===== config.mk =====
export PLATFORM = sky130hd
export DESIGN_NAME = alu_sequencer
export DESIGN_NICKNAME = d
export VERILOG_FILES = /design/src/rtl/alu_sequencer.sv
export SDC_FILE = /design/constraint.sdc
export NUM_CORES = 1
export LEC_CHECK = 0
export ABC_AREA = 1
export CORE_MARGIN = 3
export CORE_UTILIZATION = 39
export DETAILED_ROUTE_END_ITERATION = 8
export PLACE_DENSITY = 0.87
export SLEW_MARGIN = 20
export SYNTH_ARGS = -nofsm -noshare
export SYNTH_HDL_FRONTEND = slang
export SYNTH_SLANG_ARGS = --single-unit

===== constraint.sdc =====
create_clock -name clk -period 2 [get_ports clk]
set_input_delay 0.4 -clock clk [delete_from_list [all_inputs] [get_ports clk]]
set_output_delay 0.4 -clock clk [all_outputs]
set_load 0.02 [all_outputs]

===== src/rtl/alu_sequencer.sv =====
// Shares one ALU between two requesters: round-robin grant, one-cycle execute,
// and a valid/ready response carrying the captured result, carry and zero flag.
module alu_sequencer #(
  parameter int WIDTH = 16,
  parameter int OP_W  = 3
) (
  input  logic             clk,
  input  logic             reset,
  input  logic             req0_valid,
  output logic             req0_ready,
  input  logic [OP_W-1:0]  req0_op,
  input  logic [WIDTH-1:0] req0_a,
  input  logic [WIDTH-1:0] req0_b,
  input  logic             req1_valid,
  output logic             req1_ready,
  input  logic [OP_W-1:0]  req1_op,
  input  logic [WIDTH-1:0] req1_a,
  input  logic [WIDTH-1:0] req1_b,
  output logic [WIDTH-1:0] alu_in_1,
  output logic [WIDTH-1:0] alu_in_2,
  output logic [OP_W-1:0]  alu_select,
  output logic             alu_enable,
  input  logic [WIDTH-1:0] alu_bus,
  input  logic             alu_carry,
  output logic             rsp_valid,
  input  logic             rsp_ready,
  output logic             rsp_id,
  output logic [WIDTH-1:0] rsp_result,
  output logic             rsp_carry,
  output logic             rsp_zero
);

  typedef enum logic [1:0] {IDLE, EXEC, RESP} state_t;

  state_t state, state_nxt;
  logic   last_grant;
  logic   grant_valid;
  logic   grant_id;
  logic   accept;

  // On a tie the requester that did not win last time gets the ALU
  always_comb begin
    grant_valid = req0_valid | req1_valid;
    grant_id    = 1'b0;
    if (req0_valid && req1_valid) begin
      grant_id = ~last_grant;
    end else if (req1_valid) begin
      grant_id = 1'b1;
    end
  end

  assign accept     = (state == IDLE) && grant_valid;
  assign req0_ready = accept && !grant_id;
  assign req1_ready = accept && grant_id;

  always_comb begin
    state_nxt = state;
    case (state)
      IDLE:    if (accept) state_nxt = EXEC;
      EXEC:    state_nxt = RESP;
      RESP:    if (rsp_valid && rsp_ready) state_nxt = IDLE;
      default: state_nxt = IDLE;
    endcase
  end

  always_ff @(posedge clk or posedge reset) begin
    if (reset) begin
      state      <= IDLE;
      last_grant <= 1'b1;
      alu_in_1   <= '0;
      alu_in_2   <= '0;
      alu_select <= '0;
      alu_enable <= 1'b0;
      rsp_valid  <= 1'b0;
      rsp_id     <= 1'b0;
      rsp_result <= '0;
      rsp_carry  <= 1'b0;
      rsp_zero   <= 1'b0;
    end else begin
      state <= state_nxt;
      case (state)
        IDLE: begin
          if (accept) begin
            alu_select <= grant_id ? req1_op : req0_op;
            alu_in_1   <= grant_id ? req1_a  : req0_a;
            alu_in_2   <= grant_id ? req1_b  : req0_b;
            rsp_id     <= grant_id;
            last_grant <= grant_id;
            alu_enable <= 1'b1;
          end
        end
        // Operand registers are left holding their values after the execute cycle
        EXEC: begin
          rsp_result <= alu_bus;
          rsp_carry  <= alu_carry;
          rsp_zero   <= (alu_bus == '0);
          rsp_valid  <= 1'b1;
          alu_enable <= 1'b0;
        end
        RESP: begin
          if (rsp_ready) rsp_valid <= 1'b0;
        end
        default: ;
      endcase
    end
  end

endmodule


Word level (Yosys, flattened, before mapping). Cells that the tools add are included.

Register bits after elaboration: 59. Bits of input ports: 92. Output and inout bits: 58. Word-level logic and storage cells: 44.

Equal/unequal tests: 5. Muxes and demuxes: 12. Bitwise gates (word level): 2. Reduce and logical (&&, ||, !) cells: 14.

Operator list (number): two-way mux 16 bit (2); zero test 16 bit (1); AND reduction 2 bit (4); != test 2 bit (second input constant) (3); case mux 2 bit (3 select lines) (1); logical AND 1 bit (5); two-way mux 1 bit (4); two-way mux 2 bit (2); case mux 1 bit (2 select lines) (2); nonzero test 2 bit (2); two-way mux 3 bit (1); == test 2 x 1 -> 1 bit (second input constant) (1); == test 2 bit (second input constant) (1); zero test 2 bit (1); zero test 1 bit (1); NOT 1 bit (1); bitwise OR 1 bit (1).

Logic depth before layout (Yosys ltp). Gate-level depths: netlist (run 1).

Depth in word-level cells: 4. Depth in mapped cells: 8. Gate-level depth less buffers: 6.

Least setup slack after synthesis (run 1). No wires, ideal clock.

Path kind: reg2out. From: register last_grant. To: output port req0_ready. Arrival time: 1251 ps. Required time: 1600 ps. Path slack: 349 ps. Stages on the path, launching flop included: 6. Path buffers: 1. Cells stage by stage: dfstp_2 > nand2_1 > nand2_1 > buf_2 > inv_1 > nor2_1.

Word-level cells in the longest chain between the ends: 4.

Ends and longest elaborated chain: from (decl) (RTL line 36) `logic last_grant;`; from (signal assigned) (RTL line 88) `last_grant <= grant_id;`; NOT 1 bit (RTL line 46) `grant_id = ~last_grant;`; two-way mux 1 bit (RTL line 45) `if (req0_valid && req1_valid) begin`; zero test 1 bit (RTL line 53) `assign req0_ready = accept && !grant_id;`; logical AND 1 bit (RTL line 53); to (decl) (RTL line 10) `output logic req0_ready,`.

Every way passes these cells.

Worst setup path after layout (run 1).
From: input port req0_valid. To: output port req1_ready.

Word-level cells in the longest chain between the ends: 3. Elaborated cells between the ends (all ways): 5. Those cells by class: 1 x mux; 1 x bitwise; 3 x reduce/logical.

Ends and longest elaborated chain: from (decl) (RTL line 9) `input logic req0_valid,`; bitwise OR 1 bit / logical AND 1 bit (equally long branches) (RTL line 43, 45); logical AND 1 bit / two-way mux 1 bit (equally long branches) (RTL line 52, 45); logical AND 1 bit * (RTL line 54) `assign req1_ready = accept && grant_id;`; to (decl) (RTL line 15) `output logic req1_ready,`.

Mark *: on every way between the ends. The rest lies on a longest branch, timed or not.

==> run_results.csv, run 1 <==
group,metric,value,unit
clock_network,cts_tree,"built",
timing,maxSlewHeadroom,57.3,%
clock_network,worstSkewPairLatency,330,ps
die,die_h,91.0,um
final_layout,nNetsFinal,624,
clock_network,root_buffer,"clkbuf_8",
timing,rsz0062_at_grt,"no",
die,rows,30,
drt,drcViolationCount,0,
clock_network,cts_max_path_buffers,2,
critical_path,rr_worst_depth,6,
timing,tightest_slew,640,ps
global_routing,grt_pass1_wl,13100,um
die,fp.coreArea,0.00691,mm2
global_routing,grt_use_met2,34.3,%
timing,hold_violations,0,
critical_path,worstPathMaxFanout,4,
critical_path,cp-start-kind,"primary input",
placement,port_buffers,149,
critical_path,startpoint,"req0_valid",
logic_synthesis,avgSynthCellArea,7.40,um2
drt,drt-vias-per-instance,4.56,
power,total_power,6.60,mW
timing,setup_tns,0,ps
logic_synthesis,synth-seq-cells,59,
timing,skew,9.43,ps
global_routing,grt_use_met3,6.55,%
die,ios,150,
critical_path,crit_path_end,"req1_ready",
timing,setup_violations,0,
timing,post-route-period-util,97.1,%
power,power_switching,2.72,mW
critical_path,timing.rr.end,"alu_in_2[14]",
drt,first_iter_violations,79,
logic_synthesis,synth_area,0.00282,mm2
power,p_int,3.88,mW
placement,dp_hpwl,6100,um
outcome,outcome,"completed",
clock_network,hold_buffers,0,
placement,gp_congestion,0.763,
drt,routed_wl,7960,um
critical_path,worst_path_max_delay_cell,"clkdlybuf4s50_1",
final_layout,drive_gt1_share,6.89,%
critical_path,crit_path_end_kind,"output port",
die,die_area,0.00829,mm2
min_path,hold_class,"primary input to asynchronous set/reset pin",
critical_path,crit_chain,"clkdlybuf4s50_1, nor2_1, nor2_4, nand2_1, inv_1, clkdlybuf4s15_2",
global_routing,antenna_found_initial,0,
final_layout,antenna_cells,0,
clock_network,htreeDepth,3,
logic_synthesis,ys_seq_area_share,52.4,%
drt,drt_first_pass_iters,4,
drt,drtAntennaViolNets,0,
critical_path,rrSetupSlack,380,ps
clock_network,numClockSinks,59,
timing,timing.final.ws_setup,57.3,ps
clock_network,cts_setup_buffers,0,
drt,routed-via-count,2889,
global_routing,grt_pass1_vias,2873,
timing,holdWs,350,ps
critical_path,cp.depth,6,
final_layout,final_cell_mix,"nand2_1, clkdlybuf4s50_1, dfrtp_1, nor2_1, inv_1",
clock_network,clkTransAtPathRegs,70,ps
logic_synthesis,yosysUniqueCellTypes,18,
logic_synthesis,synth_nets,473,
clock_network,numCtsBuffers,9,
critical_path,critical_path.max_stage_delay,500,ps
drt,drt-wirelength-per-cell,12.6,um
power,p_seq_share,32.1,%
global_routing,grt_max_degree,71,
global_routing,met1_usage,22.0,%
power,clkPwrFrac,14.8,%
global_routing,gr-max-usage-layer,"met2",
critical_path,critPathBufInv,3,
power,vdd_drop_max,0.615,mV
final_layout,final_common_cell,"nand2_1",
timing,slew_violations,0,
critical_path,crit_type,"primary input to output port",
global_routing,grt_use_total,19.5,%
critical_path,cp_top_family,"buffers and inverters",
logic_synthesis,ys_warn_count,0,
final_layout,area_delta_synth_final,61.9,%
critical_path,worstPathArrival,1540,ps
timing,period_minus_slack,1940,ps
critical_path,required,1600,ps
power,powerDensity,1440,mW/mm2
power,p_comb_share,53.1,%
power,swShare,41.2,%
die,die_x,91.0,um
power,p_leak,2.24,nW
logic_synthesis,syn_inst,381,
global_routing,overflow,0,
timing,fmax,515,MHz
die,start_util,40.8,%
run,cap_violations,0,
critical_path,r2r-start,"last_grant",
placement,preCtsSetupSlack,-299,ps
[routing by layer]
layer	up-vias	part of all wire (%)
li1	1439	-
met2	116	51
met1	1324	40
met4	0	1.2
met3	10	7.7
met5	-	0
[power groups by stage]
stage / logic, mW / clock network [mW] / registers (mW)
2_1_floorplan: 1.29 / 0 / 2.79
5_1_grt: 3.80 / 1.06 / 2.19
6_report: 3.50 / 0.976 / 2.12
3_3_place_gp: 3.47 / 0 / 2.10
3_5_place_dp: 3.54 / 0 / 2.13
4_1_cts: 3.55 / 1.00 / 2.12
[flip-flops by register name, indices dropped and copies added, names as in the netlist]
signal and cells:
last_grant 1, rsp_zero 1, alu_in_1 16, rsp_carry 1
alu_enable 1, alu_in_2 16, rsp_id 1, alu_select 3
rsp_valid 1, state 2, rsp_result 16
[how the worst min path moves through the flow]
stage | to | cells after the start
after floorplan | last_grant | 2
after global placement | rsp_result[12] | 2
after detailed placement | last_grant | 2
after CTS | rsp_result[2] | 2
after global routing | rsp_result[2] | 2
final | rsp_result[2] | 2
[synthesized netlist by cell type]
master | count | area (um2)
o21ai_2 | 2 | 17.5
nor2_2 | 1 | 6.26
clkbuf_1 | 3 | 11.3
buf_4 | 1 | 7.51
buf_8 | 1 | 15.0
nand2_1 | 162 | 608
o21ai_0 | 9 | 45.0
nor2_4 | 1 | 11.3
buf_6 | 4 | 45.0
inv_1 | 45 | 169
o21a_1 | 1 | 7.51
inv_2 | 4 | 15.0
dfrtp_1 | 58 | 1450
nor2_1 | 45 | 169
nand3_1 | 4 | 20.0
buf_2 | 9 | 45.0
o21ai_1 | 30 | 150
dfstp_2 | 1 | 26.3
[final cells by class]
type                       instances  area, um2
sequential                        59       1480
inverter                          49        184
timing repair buffer             158       1570
clock buffer                      12        155
tap                               96        120
fill                             587       2340
multi-input combinational        255       1040
clock inverter                     4       25.0
[cells by family after synthesis]
kind of cell	Yosys count	synth area share (%)
AO/OA/AOI/OAI	42	7.81
buffers and inverters	67	10.9
flip-flops	59	52.4
AND/OR/NAND/NOR	213	28.9
[repair_timing]
| item | in CTS | in global routing |
|---|---|---|
| gates resized for setup | 5 | 1 |
| endpoints found under the hold margin | 0 | 0 |
| endpoints found under the setup margin | 2 | 1 |
[per-stage QoR]
step           util (%)  cell area (um2)  std cells
6_report           66.1             4570        633
3_5_place_dp       63.6             4390        617
4_1_cts            66.2             4570        633
3_3_place_gp       63.6             4390        617
5_1_grt            66.1             4570        633
2_1_floorplan         -             2820        381
No activity file was read; power rests on OpenSTA's default activity.
==> run 2: changes to the inputs <==
Settings changed: ABC_AREA 1 to default, CORE_UTILIZATION 39 to 38, PLACE_DENSITY 0.87 to 0.88.
==> run 2 against run 1 <==
Net effect: combinational power fell by 93%; clock skew rose by 0.74 ps; synthesized cell count fell by 40%; non-clock buffer count fell by 4; register-to-register slack improved by 60 ps; first-iteration DRC count rose by 24%; sequential power fell by 44%; flip-flop and latch count did not move; critical path type is now register to output port; largest cell class unchanged; highest routed layer unchanged.
==> run_results.csv, run 2 <==
group,metric,value,unit
die,start_util,39.7,%
power,p_comb_share,10.1,%
global_routing,grt_pass1_vias,2453,
critical_path,rrSetupSlack,440,ps
timing,timing.final.ws_setup,121,ps
timing,rsz0062_at_grt,"no",
die,fp.coreArea,0.00646,mm2
timing,skew,10.2,ps
run,cap_violations,0,
drt,routed-via-count,2442,
timing,hold_violations,0,
global_routing,grt_use_total,20.1,%
logic_synthesis,avgSynthCellArea,11.2,um2
power,total_power,2.33,mW
final_layout,final_cell_mix,"clkdlybuf4s50_1, dfrtp_1, nand2_1, a221o_1, a21boi_1",
clock_network,worstSkewPairLatency,330,ps
final_layout,post-route-util,65.8,%
power,swShare,21.5,%
power,vdd_drop_max,0.281,mV
critical_path,crit_chain,"nand2b_1, and3_4, dlygate4sd2_1",
timing,post-route-period-util,93.9,%
critical_path,crit_path_end_kind,"output port",
clock_network,numCtsBuffers,9,
clock_network,root_buffer,"clkbuf_8",
logic_synthesis,synthArstFlopShare,100,%
timing,fmax,532,MHz
placement,gp_congestion,0.807,
power,clkPwrFrac,38.7,%
placement,port_buffers,149,
final_layout,seq_area,0.00148,mm2
die,ios,150,
final_layout,nNetsFinal,466,
placement,preCtsSetupSlack,-103,ps
min_path,hold_class,"primary input to asynchronous set/reset pin",
timing,slew_violations,0,
clock_network,clkTransAtPathRegs,70,ps
global_routing,antenna_found_initial,0,
logic_synthesis,syn_inst,229,
logic_synthesis,yosysUniqueCellTypes,24,
drt,drtAntennaViolNets,0,
drt,drt-vias-per-instance,5.37,
final_layout,final_common_cell,"clkdlybuf4s50_1",
timing,maxSlewHeadroom,48.8,%
critical_path,worstPathArrival,1480,ps
final_layout,reg.largest.list,"alu_in_1: 16 flops, alu_in_2: 16 flops, rsp_result: 16 flops",
timing,setup_violations,0,
logic_synthesis,ys_warn_count,0,
global_routing,overflow,0,
final_layout,multiInputGateArea,958,um2
logic_synthesis,synth_edf_count,0,
drt,drt_first_pass_iters,4,
critical_path,required,1600,ps
critical_path,rr_worst_depth,4,
logic_synthesis,ys_top_cells_by_count,"dfrtp_1, nand2_1, a221o_1, a21boi_1, a21boi_0",
logic_synthesis,ys.flop_type,"dfrtp_1",
global_routing,grt_max_degree,60,
placement,dp_hpwl,5570,um
logic_synthesis,synth_nets,321,
critical_path,worstPathMaxFanout,3,
timing,setup_tns,0,ps
power,p_int,1.83,mW
clock_network,htreeDepth,3,
critical_path,r2r-start,"state[1]",
critical_path,critical_path.max_stage_delay,550,ps
outcome,outcome,"completed",
logic_synthesis,synth-seq-cells,59,
logic_synthesis,synth_area_leaders,"dfrtp_1, a221o_1, nand2_1",
clock_network,numClockSinks,59,
power,p_seq_share,51.2,%
die,rows,29,
logic_synthesis,synth_top_cell_by_area,"dfrtp_1",
power,powerDensity,548,mW/mm2
drt,first_iter_violations,98,
critical_path,cp_top_family,"flip-flops",
final_layout,area_delta_synth_final,65.9,%
die,die_area,0.00776,mm2
logic_synthesis,yosysTopAreaCellShare,56.6,%
die,die_x,88.1,um
die,die_h,88.1,um
global_routing,grt_pass1_wl,11900,um
critical_path,worst_path_max_delay_cell,"dfstp_2",
critical_path,cp-start-kind,"register",
final_layout,drive_gt1_share,5.82,%
critical_path,crit_type,"register to output port",
timing,period_minus_slack,1880,ps
clock_network,cts_max_path_buffers,2,
drt,drt-wirelength-per-cell,16.9,um
clock_network,cts_tree,"built",
timing,tightest_slew,768,ps
logic_synthesis,yosysMostFrequentCell,"dfrtp_1",
power,p_leak,1.86,nW
final_layout,antenna_cells,0,
clock_network,hold_buffers,0,
final_layout,nFillCells,534,
power,power_switching,502,uW
logic_synthesis,synth_area,0.00256,mm2
drt,drcViolationCount,0,
drt,routed_wl,7680,um
critical_path,critPathBufInv,1,
logic_synthesis,ys_seq_area_share,57.7,%
critical_path,timing.rr.end,"alu_in_2[9]",
==> run 2: cell count changes after synthesis, sizes merged, moves of 35 or more <==
| cell | previous run | this run |
|---|---|---|
| o21ai | 41 | 1 |
| nand2 | 162 | 56 |
| a21boi | 0 | 35 |
| inv | 49 | 2 |
| nor2 | 47 | 3 |
| a221o | 0 | 35 |
==> run 2: kinds of logic after synthesis <==
kind of cell / synth area share, %
flip-flops: 57.7
AO/OA/AOI/OAI: 25.2
buffers and inverters: 4.93
AND/OR/NAND/NOR: 12.2
==> run 2: worst register-to-register path: stages (launching register included) <==
cell and delay (ps):
dfrtp_1 440, nor2_2 160, buf_4 370, a21boi_0 200
a221o_1 280
==> run 2: cell type report <==
type | instances | share of cell area, %
multi-input combinational | 148 | 22.5
inverter | 2 | 0.177
clock inverter | 3 | 0.353
sequential | 59 | 34.8
tap | 77 | 2.27
timing repair buffer | 154 | 36.5
clock buffer | 12 | 3.41
==> run 2: worst max path at each step <==
stage,from,end,cells past startpoint
2_1_floorplan,reset,alu_enable,1
6_report,last_grant,req0_ready,3
5_1_grt,state[0],req1_ready,3
3_5_place_dp,req1_valid,req0_ready,4
3_3_place_gp,req0_valid,req1_ready,4
4_1_cts,last_grant,req0_ready,3
==> run 2: what timing repair did <==
action | 4_1_cts | 5_1_grt
setup buffers | 0 | 0
gates resized for setup | 2 | 0
setup endpoints to repair | 2 | 0
==> run 2: power by group through the flow <==
stage	combinational [mW]	clock, mW	sequential (mW)
2_1_floorplan	0.0313	0	1.22
3_3_place_gp	0.233	0	1.22
3_5_place_dp	0.237	0	1.22
4_1_cts	0.238	0.927	1.19
5_1_grt	0.251	0.989	1.19
6_report	0.236	0.902	1.19
==> run 2: stage by stage <==
| stage | hold WS [ps] | instances | instance area [um2] |
|---|---|---|---|
| 2_1_floorplan | 499 | 229 | 2560 |
| 3_3_place_gp | 456 | 440 | 4090 |
| 3_5_place_dp | 462 | 440 | 4090 |
| 4_1_cts | 462 | 455 | 4250 |
| 5_1_grt | 471 | 455 | 4250 |
| 6_report | 466 | 455 | 4250 |
==> run 2: routing by layer <==
layer,wire (um),vias to the layer above,track usage (%)
li1,-,1135,-
met2,3810,122,32.8
met3,704,10,6.87
met1,3060,1175,24.2
met5,0,-,0
met4,99,0,8.93
